[src/rtl/uart_rx_pkg.sv]
// Shared UART constants: baud counter end values and the derived mid-bit sample point.
// These must stay identical to the transmitter's constants.
package uart_rx_pkg;

  localparam int BAUD_END_BOARD = 5207;
  localparam int BAUD_END_SIM   = 56;
  localparam int BAUD_CNT_W     = 13;
  localparam int BIT_CNT_W      = 4;
  localparam int DATA_BITS      = 8;

  function automatic int baud_mid(input int baud_end);
    return baud_end / 2 - 1;
  endfunction

endpackage

[src/rtl/uart_rx_sync.sv]
// Three-flop synchroniser for the asynchronous serial pin plus falling-edge detect.
// Flops reset to 1 so that an idle-high line produces no spurious edge.
module uart_rx_sync (
  input  logic sclk,
  input  logic s_rst,
  input  logic rs232_rx,
  output logic rx_sync,
  output logic rx_fall
);

  logic rx_s1;
  logic rx_s2;
  logic rx_s3;

  always_ff @(posedge sclk) begin
    if (s_rst) begin
      rx_s1 <= 1'b1;
      rx_s2 <= 1'b1;
      rx_s3 <= 1'b1;
    end else begin
      rx_s1 <= rs232_rx;
      rx_s2 <= rx_s1;
      rx_s3 <= rx_s2;
    end
  end

  assign rx_sync = rx_s3;
  assign rx_fall = ~rx_s2 & rx_s3;

endmodule

[src/rtl/uart_rx.sv]
// 8N1 UART receiver, LSB first, idle-high line, mid-bit sampling of the synchronised input.
// Delivers each good byte with a one-cycle po_flag; a zero stop bit gives a one-cycle frame_err.
module uart_rx
  import uart_rx_pkg::*;
#(
  parameter int BAUD_END = BAUD_END_BOARD
) (
  input  logic       sclk,
  input  logic       s_rst,
  input  logic       rs232_rx,
  output logic [7:0] rx_data,
  output logic       po_flag,
  output logic       frame_err,
  output logic       rx_busy
);

  localparam int BAUD_M = baud_mid(BAUD_END);
  localparam logic [BAUD_CNT_W-1:0] BAUD_END_C = BAUD_CNT_W'(BAUD_END);
  localparam logic [BAUD_CNT_W-1:0] BAUD_M_C   = BAUD_CNT_W'(BAUD_M);
  localparam logic [BIT_CNT_W-1:0]  LAST_BIT   = BIT_CNT_W'(DATA_BITS - 1);

  typedef enum logic [2:0] {
    IDLE  = 3'd0,
    START = 3'd1,
    DATA  = 3'd2,
    STOP  = 3'd3,
    BREAK = 3'd4
  } state_t;

  state_t state;
  state_t next_state;

  logic                  rx_sync;
  logic                  rx_fall;
  logic [BAUD_CNT_W-1:0] baud_cnt;
  logic [BIT_CNT_W-1:0]  bit_cnt;
  logic [7:0]            shift_reg;
  logic                  at_mid;
  logic                  at_end;
  logic                  cnt_run;
  logic                  shift_en;
  logic                  load_data;
  logic                  flag_err;

  uart_rx_sync u_sync (
    .sclk     (sclk),
    .s_rst    (s_rst),
    .rs232_rx (rs232_rx),
    .rx_sync  (rx_sync),
    .rx_fall  (rx_fall)
  );

  assign at_mid = (baud_cnt == BAUD_M_C);
  assign at_end = (baud_cnt == BAUD_END_C);

  always_ff @(posedge sclk) begin
    if (s_rst) begin
      state <= IDLE;
    end else begin
      state <= next_state;
    end
  end

  // Leaving at the stop-bit midpoint gives half a bit of slack for the next start edge.
  always_comb begin
    next_state = state;
    case (state)
      IDLE: begin
        if (rx_fall) next_state = START;
      end
      START: begin
        if (at_mid && rx_sync) next_state = IDLE;
        else if (at_end)       next_state = DATA;
      end
      DATA: begin
        if (at_end && (bit_cnt == LAST_BIT)) next_state = STOP;
      end
      STOP: begin
        if (at_mid) next_state = rx_sync ? IDLE : BREAK;
      end
      BREAK: begin
        if (rx_sync) next_state = IDLE;
      end
      default: next_state = IDLE;
    endcase
  end

  always_comb begin
    cnt_run   = (state == START) || (state == DATA) || (state == STOP);
    shift_en  = (state == DATA) && at_mid;
    load_data = (state == STOP) && at_mid && rx_sync;
    flag_err  = (state == STOP) && at_mid && !rx_sync;
    rx_busy   = (state != IDLE);
  end

  // The counter restarts on every state change so each phase begins at a fresh bit boundary.
  always_ff @(posedge sclk) begin
    if (s_rst) begin
      baud_cnt <= '0;
    end else if (!cnt_run || (next_state != state) || at_end) begin
      baud_cnt <= '0;
    end else begin
      baud_cnt <= baud_cnt + 1'b1;
    end
  end

  always_ff @(posedge sclk) begin
    if (s_rst) begin
      bit_cnt <= '0;
    end else if (state != DATA) begin
      bit_cnt <= '0;
    end else if (at_end) begin
      bit_cnt <= (bit_cnt == LAST_BIT) ? '0 : bit_cnt + 1'b1;
    end
  end

  always_ff @(posedge sclk) begin
    if (s_rst) begin
      shift_reg <= 8'h00;
    end else if (shift_en) begin
      shift_reg <= {rx_sync, shift_reg[7:1]};
    end
  end

  always_ff @(posedge sclk) begin
    if (s_rst) begin
      rx_data   <= 8'h00;
      po_flag   <= 1'b0;
      frame_err <= 1'b0;
    end else begin
      po_flag   <= load_data;
      frame_err <= flag_err;
      if (load_data) rx_data <= shift_reg;
    end
  end

endmodule

[config.mk]
export PLATFORM = sky130hd
export DESIGN_NAME = uart_rx
export DESIGN_NICKNAME = d
export VERILOG_FILES = /design/src/rtl/uart_rx_pkg.sv /design/src/rtl/uart_rx_sync.sv /design/src/rtl/uart_rx.sv
export SDC_FILE = /design/constraint.sdc
export NUM_CORES = 1
export LEC_CHECK = 0
export CORE_MARGIN = 4
export CORE_UTILIZATION = 55
export DETAILED_ROUTE_END_ITERATION = 12
export PLACE_DENSITY = 0.76
export REMOVE_ABC_BUFFERS = 1
export SLEW_MARGIN = 20
export SYNTH_ARGS = -nofsm -noshare
export SYNTH_HDL_FRONTEND = slang
export SYNTH_SLANG_ARGS = --single-unit
[constraint.sdc]
create_clock -name sclk -period 4.25 [get_ports sclk]
set_clock_uncertainty 0.2 [all_clocks]
set_input_delay 0.6375 -clock sclk [delete_from_list [all_inputs] [get_ports sclk]]
set_output_delay 0.6375 -clock sclk [all_outputs]
set_load 0.1 [all_outputs]
==> reports/results.tsv <==
metric	value	unit
PD cells	307.0	nW/µm²
EDFF count, synth	0	
Yosys cell types	38	
chip width	65.04	µm
first-pass GRT wire length	5623	µm
clk slew on worst S/H paths	120	ps
Ys Warns	0	
Worst slew margin	33.69	%
Die Y	65.04	µm
Hold WC Path Type	register to register	
ant diodes	0	
Cells after Synth	184	
flops & latches, synth	41	
Die ar.	4230	µm²
via/cell ratio	5.538	
drt first pass iters	4	
leakage power	0.7804	nW
sequential area share after synthesis	45.87	%
CTS Buf Count	5	
Congestion Overflow GR	0	
max FFs per register	13	
Routability Congestion	0.9073	
H-tree depth	2	
final slew viol count	0	
DRC Markers	0	
max_cap viols	0	
starting density of the core	58.13	%
WP data arrival	2130	ps
Synth top area share	45.87	%
most frequent cell after synthesis	dfxtp_1	
outcome	finished, final reports clean	
initial antenna violation count	0	
core area	3078	µm²
Port Buffers	13	
largest net degree at the start of global routing	26	
Post-CTS Repair Setup Buffers	0	
worst skew pair latency	340	ps
area delta synth->final	11.19	%
WL/cell	13.28	µm
cts hold-fix bufs	0	
worst slew pin tran	991.5	ps
largest cells by area after synthesis	dfxtp_1, mux2i_1, nor2_1	
mapped cell area	1789	µm²
Main synth FF type	dfxtp_1	
post_cts resized	0	
Final Cycle Share	69.93	%
crit-path max FO	10	
CTS Sinks	41	
HPWL Detailed	2300	µm
CTS tree	built	
Ports	14	
Starting DRT DRC Count	50	
total track usage	17.31	%
Mean Syn Cell Area	9.724	µm²
fillers	261	
Worst Setup End Kind	primary output	
vias in the first global route	1278	
WS Path Type	register to primary output	
final wirelength	3187	µm
top achievable clock speed	336.5	MHz
total chip power	0.6107	mW
Final Hold Viols	0	
Async S/R FF share, synth	0	%
layout cells sized above 1	10.71	%
min Tclk post-route	2972	ps
root buffer cell	clkbuf_4	
Vias	1329	
final antenna-violating net count	0	
Clock Path Buffers	2	
Synth area leader	dfxtp_1	
Max rail drop VDD	219.6	µV
RSZ-0062 raised after global routing	no	
Final setup viols	0	
worst path required time	3410	ps
final setup TNS	0	ps
Worst Setup Start Kind	register	
# nets final	202	
row cnt	20	
top cells by count, synth	dfxtp_1, nor2_1, mux2i_1	
## logic make-up after synthesis
family / count (synthesis) / share of synthesized area [%]
and+or+nand+nor: 81 / 23.43
DFF: 41 / 45.87
muxes: 18 / 10.35
AOI/OAI and AO/OA: 16 / 8.671
buffers and inverters: 13 / 3.706
xor gates and xnor gates: 12 / 5.874
adders and majority gates: 3 / 2.098
## placed cells by master, fill, tap and decap left out, types with 2 or more instances in the layout
cell type,netlist,final
a211oi_2,7,7
and3_1,3,3
and4bb_1,2,2
clkbuf_4,0,5
clkdlybuf4s50_1,0,13
dfxtp_1,41,41
ha_1,3,3
inv_1,4,4
mux2i_1,17,17
nand2_1,8,8
nand2b_1,2,2
nand3_1,7,7
nand4_1,4,4
nor2_1,33,33
nor2b_1,2,2
nor3_1,4,4
nor4_1,2,2
nor4bb_1,2,2
or2_2,3,3
or3_1,4,4
xnor2_1,5,5
xor2_1,7,7
## layer usage
metal  up-vias  share of wire (%)  global-route usage (%)
met2        32                 48                   28.35
met4         0                1.3                   6.218
met3         7                4.8                   5.373
li1        664                  -                       -
met5         -                  0                       0
met1       626                 46                   21.35
## worst max-delay path, cell delays in order (launching register included)
cell             delay, ps
dfxtp_1                490
or3_1                  170
clkdlybuf4s50_1       1130
## final timing paths
kind                                    from           end  slack (ps)  depth (start not counted)
worst max-delay path                state[1]       rx_busy        1280                          2
worst min-delay path            u_sync.rx_s1  u_sync.rx_s2         220                          1
worst max register to register   baud_cnt[0]  baud_cnt[11]        1580                          6
worst min register to register  u_sync.rx_s1  u_sync.rx_s2         220                          1
## report_power, final
group          total (mW)  switching, mW  leakage, nW  internal (mW)
sequential          0.388        0.00229        0.331          0.386
combinational      0.0251         0.0165        0.419        0.00859
clock               0.197          0.120       0.0303         0.0775
total               0.611          0.138        0.780          0.472
## per-stage QoR
| stage | std cells | setup WS, ps | area [µm²] | utilization [%] | hold slack (ps) |
|---|---|---|---|---|---|
| finish | 240 | 1278 | 1989 | 64.63 | 220.1 |
| global route | 240 | 1197 | 1989 | 64.63 | 239.0 |
| CTS | 240 | 1270 | 1989 | 64.63 | 221.6 |
| detailed placement | 233 | 1610 | 1931 | 62.72 | 193.3 |
| global placement | 233 | 1692 | 1931 | 62.72 | 190.8 |
| floorplan | 175 | 1802 | 1738 | - | 189.5 |
## layout make-up
class / instances / area [µm²] / share of cell area (%)
inverter: 4 / 15.01 / 0.7547
timing repair buffer: 14 / 137.6 / 6.918
sequential: 41 / 820.8 / 41.26
clock inverter: 1 / 7.507 / 0.3774
multi-input combinational: 130 / 902.1 / 45.35
clock buffer: 6 / 51.30 / 2.579
tap: 44 / 55.05 / 2.767
Note: power is estimated with default switching activity, not from simulation.
==> edit 1 (same flow settings) <==
The 5 states of `state_t` get a one-hot encoding in 5 bits.
--- a/src/rtl/uart_rx.sv
+++ b/src/rtl/uart_rx.sv
@@ -21,8 +21,8 @@
 
-  typedef enum logic [2:0] {
-    IDLE  = 3'd0,
-    START = 3'd1,
-    DATA  = 3'd2,
-    STOP  = 3'd3,
-    BREAK = 3'd4
+  typedef enum logic [4:0] {
+    IDLE  = 5'b00001,
+    START = 5'b00010,
+    DATA  = 5'b00100,
+    STOP  = 5'b01000,
+    BREAK = 5'b10000
   } state_t;
Behaviour: same outputs for any inputs over 10 cycles, from zero or initial values and one cycle with s_rst high; not proved beyond that.
==> edit 1 against the original RTL <==
- setup slack got worse by 0.096 ns
- area after synthesis is 9.0% higher
- combinational power shrank 25%
- power is 11% higher
- global-route usage rose by 0.69 points
- first-iteration DRC count rose by 110%
- maximum frequency fell by 3.1%
- design area increased by 8.4%
- cell count up 11%
- register-to-register slack improved by 0.17 ns
- routed wire length rose by 11%
- count of clock-buffer cells in the layout down 1
- sequential cell count grew 2
- largest power group unchanged
==> edit 1: results (changes against the original RTL) <==
Iteration-0 DRC Markers 104 (+110%); WL per Instance 13.30 um (+0.18%); relative slew slack 35.48% (+1.8 points); layout cell share with drive strength beyond 1 9.502% (-1.2 points); detailed placement HPWL 2516 um (+9.4%); Placed Area 0.002076 sq mm (+7.5%); largest net degree at the start of global routing 33 (+27%); synth top area cells dfxtp_1 (44%), mux2i_1 (5.1%), nor2_1 (4.6%), nand3_1 (3.8%), xor2_1 (3.6%); first-pass GRT wire length 6175 um (+9.8%); fin nets 226 (+12%); worst reg2reg path depth 7 (+1); Cells after DPL 259 (+11%); Post-synth ARST share 0% (unchanged); top post-synthesis cells by count dfxtp_1 (43), nor2_1 (24), nand2_1 (18); Synth cell types 43 (+13%); Lkg Pwr 0.0007494 uW (-4.0%); filler instances 278 (+6.5%); Worst VDD drop 0.0001913 V (-13%); worst hold start u_sync.rx_s1$_SDFF_PP1_; GPL Wtd Cong 0.8564 (-5.6%); sequential element share of the synthesized area 44.13% (-1.7 points); Total Routing Usage GR 18.00% (+0.69 points); CP max FO 7 (-3); Worst-path clk slew 0.12 ns (about the same); I/O Buffers 13 (unchanged); initial antenna violation count 0 (unchanged); Cell Int Power 535.4 uW (+13%); Resized Gates After CTS 0 (unchanged); Avg Vias per Cell 5.633 (+1.7%); status finished, final reports clean; critical path arrival 2.23 ns (+0.10 ns); non-filler cells, final 267 (+11%); later-pin clock latency in the skew report 0.36 ns (+0.02 ns); vias in the first global route 1434 (+12%); Mean Syn Cell Area 9.245 sq um (-4.9%)
[edit 1: final timing paths]
path / endpoint / slack [ns]
worst max-delay path: rx_busy / 1.18
worst min register to register: u_sync.rx_s2$_SDFF_PP1_ / 0.22
worst min-delay path: u_sync.rx_s2$_SDFF_PP1_ / 0.22
worst max register to register: rx_data[3]$_SDFFE_PP0P_ / 1.75
[edit 1: per-layer routing]
layer | track usage, % | share of wire (%)
met5 | 0 | 0
met4 | 7.342 | 1.4
met2 | 29.53 | 48
met1 | 21.69 | 46
met3 | 5.657 | 4.6
[edit 1: per-stage QoR]
stage	setup slack (ns)	power (uW)	utilization (%)
2_1_floorplan	2.163	425.6	-
6_report	1.182	678.4	63.64
3_5_place_dp	1.618	434.7	61.24
3_3_place_gp	1.700	434.1	61.24
4_1_cts	1.211	686.4	63.64
5_1_grt	1.123	706.1	63.64
[edit 1: worst max-delay path, cell delays in order, from the launching register on]
cell,delay (ns)
dfxtp_1,0.39
nor3_1,0.40
nand2_1,0.11
clkdlybuf4s50_1,0.98
[edit 1: layout make-up]
cell class / count / share of cell area (%)
inverters: 2 / 0.3480
repair buffers: 14 / 6.381
clock buffers: 5 / 1.740
multi-input cells: 154 / 46.93
well taps: 46 / 2.668
clock inverters: 3 / 2.030
flip-flops and latches: 43 / 39.91
[edit 1: cells by family (layout without fill, tap and decap cells)]
group	Yosys count	count (layout)	synth area share, %
AO/OA/AOI/OAI	20	20	6.543
multiplexers	10	10	5.132
AND/OR/NAND/NOR	107	107	32.01
adder cells (fa/ha/maj)	3	3	1.925
XOR/XNOR	14	14	6.286
buffers and inverters	14	24	3.977
flip-flops	43	43	44.13
[edit 1: power by group through the flow]
stage	clock network, uW	registers [uW]	logic [uW]
5_1_grt	278	407	20.4
4_1_cts	261	407	18.9
3_5_place_dp	0	416	18.8
6_report	253	407	18.8
3_3_place_gp	0	416	18.4
2_1_floorplan	0	415	10.2
==> edit 2 (same flow settings) <==
Made on the original files. Change the package constant `BAUD_CNT_W` from 13 to 9.
--- a/src/rtl/uart_rx_pkg.sv
+++ b/src/rtl/uart_rx_pkg.sv
@@ -6,3 +6,3 @@
   localparam int BAUD_END_SIM   = 56;
-  localparam int BAUD_CNT_W     = 13;
+  localparam int BAUD_CNT_W     = 9;
   localparam int BIT_CNT_W      = 4;
Function: no difference found for any inputs over 10 cycles, from zero or initial values and one cycle with s_rst high; that may be too few to reach the edited logic, so the function may still have changed.
==> edit 2 against the original RTL <==
- largest power group unchanged
- area after synthesis down 15%
- design area down 13%
- sequential cell count down 4
- count of clock-buffer cells in the layout unchanged
- power down 12%
- routed wire length down 12%
- critical path depth unchanged
- setup slack better by 0.067 ns
==> edit 2: results (changes against the original RTL) <==
status finished, final reports clean; synth top area cells dfxtp_1 (48%), mux2i_1 (6.5%), a21oi_1 (5.2%), nor2_1 (4.7%), xor2_1 (4.0%); Synth cell types 35 (-7.9%); H-tree levels 2 (unchanged); GRT met3 Usage 5.106% (-0.27 points); WL per Instance 13.29 um (+0.10%); NetSw 121.3 uW (-12%); Resized Gates After CTS 0 (unchanged); Max Buffers Root-to-Sink 2 (unchanged); CTS Root Cell clkbuf_4; top post-synthesis cells by count dfxtp_1 (37), nor2_1 (19), a21oi_1 (16), nand2_1 (16), nand3_1 (11); layout cell share with drive strength beyond 1 10.99% (+0.27 points); grt met2 use 27.48% (-0.87 points); CTS buffer count 5 (unchanged); non-filler cells, final 212 (-12%); later-pin clock latency in the skew report 0.34 ns (about the same); CP max stage delay 0.97 ns (-0.16 ns); largest net degree at the start of global routing 26 (unchanged); CP startpoint state[2]$_SDFF_PP0_; fin nets 187 (-7.4%); pre-CTS setup slack 1.619 ns (+0.008380 ns); detailed placement HPWL 2059 um (-10%); Post-Syn Instances 164 (-11%); Worst R2R Start baud_cnt[0]$_SDFF_PP0_; diode count 0 (unchanged); Ys Warns 0 (unchanged); GPL Wtd Cong 0.7398 (-18%); filler instances 214 (-18%); vias in the first global route 1146 (-10%); Cells after DPL 204 (-12%); Slowest-stage cell, CP clkdlybuf4s50_1; initial antenna violation count 0 (unchanged); Post-synth ARST share 0% (unchanged); worst hold start u_sync.rx_s1$_SDFF_PP1_; drt first pass iters 4 (unchanged); flip-flop count of the largest register after layout 9 (-4); setup bufs post-CTS 0 (unchanged); element type at the critical path start register; Worst-path clk slew 0.10 ns (-0.02 ns); Most used DFF post-synth dfxtp_1; sequential element share of the synthesized area 48.45% (+2.6 points); grt met1 use 22.63% (+1.3 points); DR vias 1181 (-11%); actual slew at the worst max-slew pin 0.9677 ns (-0.02379 ns); Lkg Pwr 0.0006414 uW (-18%); Worst Hold Class reg2reg; CTS Hold Bufs 0 (unchanged); first-pass GRT wire length 4899 um (-13%); Worst VDD drop 0.0002456 V (+12%); critical path arrival 2.07 ns (-0.06 ns); Total Routing Usage GR 18.09% (+0.78 points); CP max FO 8 (-2); Placed Area 0.001685 sq mm (-13%); I/O Buffers 13 (unchanged); Iteration-0 DRC Markers 42 (-16%)
## edit 2: cell families after synthesis
logic type / synth area share (%)
flip-flops: 48.45
multiplexers: 6.547
XOR/XNOR: 4.583
AO/OA/AOI/OAI: 7.856
AND/OR/NAND/NOR: 27.66
adder cells (fa/ha/maj): 2.455
buffers and inverters: 2.455
## edit 2: final cells by class
cell class | count | area (sq um) | area share, %
clock inverter | 2 | 10.01 | 0.5764
clock buffer | 6 | 41.29 | 2.378
tap | 30 | 37.54 | 2.161
timing repair buffer | 16 | 152.6 | 8.790
inverter | 1 | 3.754 | 0.2161
multi-input combinational | 120 | 750.7 | 43.23
sequential | 37 | 740.7 | 42.65
## edit 2: worst paths after layout
path | end | slack [ns] | cells past startpoint
worst max-delay path | rx_busy | 1.35 | 2
worst min-delay path | u_sync.rx_s2$_SDFF_PP1_ | 0.24 | 1
worst max register to register | baud_cnt[1]$_SDFF_PP0_ | 1.58 | 6
worst min register to register | u_sync.rx_s2$_SDFF_PP1_ | 0.24 | 1
## edit 2: critical path, delay by kind of cell, from the launching register on
| kind | cells | cell delay (ns) |
|---|---|---|
| buffers and inverters | 1 | 0.97 |
| DFF | 1 | 0.38 |
| and+or+nand+nor | 1 | 0.38 |
## edit 2: power groups by stage
stage | Clock (uW) | Sequential (uW) | Combinational [uW]
CTS | 178 | 350 | 16.9
global route | 192 | 350 | 18.4
detailed placement | 0 | 358 | 16.8
finish | 172 | 350 | 16.8
global placement | 0 | 358 | 16.5
floorplan | 0 | 357 | 9.28
## edit 2: per-layer routing
metal	up-vias	part of all wire [%]
met5	-	0
met4	0	2.2
met3	8	4.2
met2	22	46
met1	544	48
li1	607	-
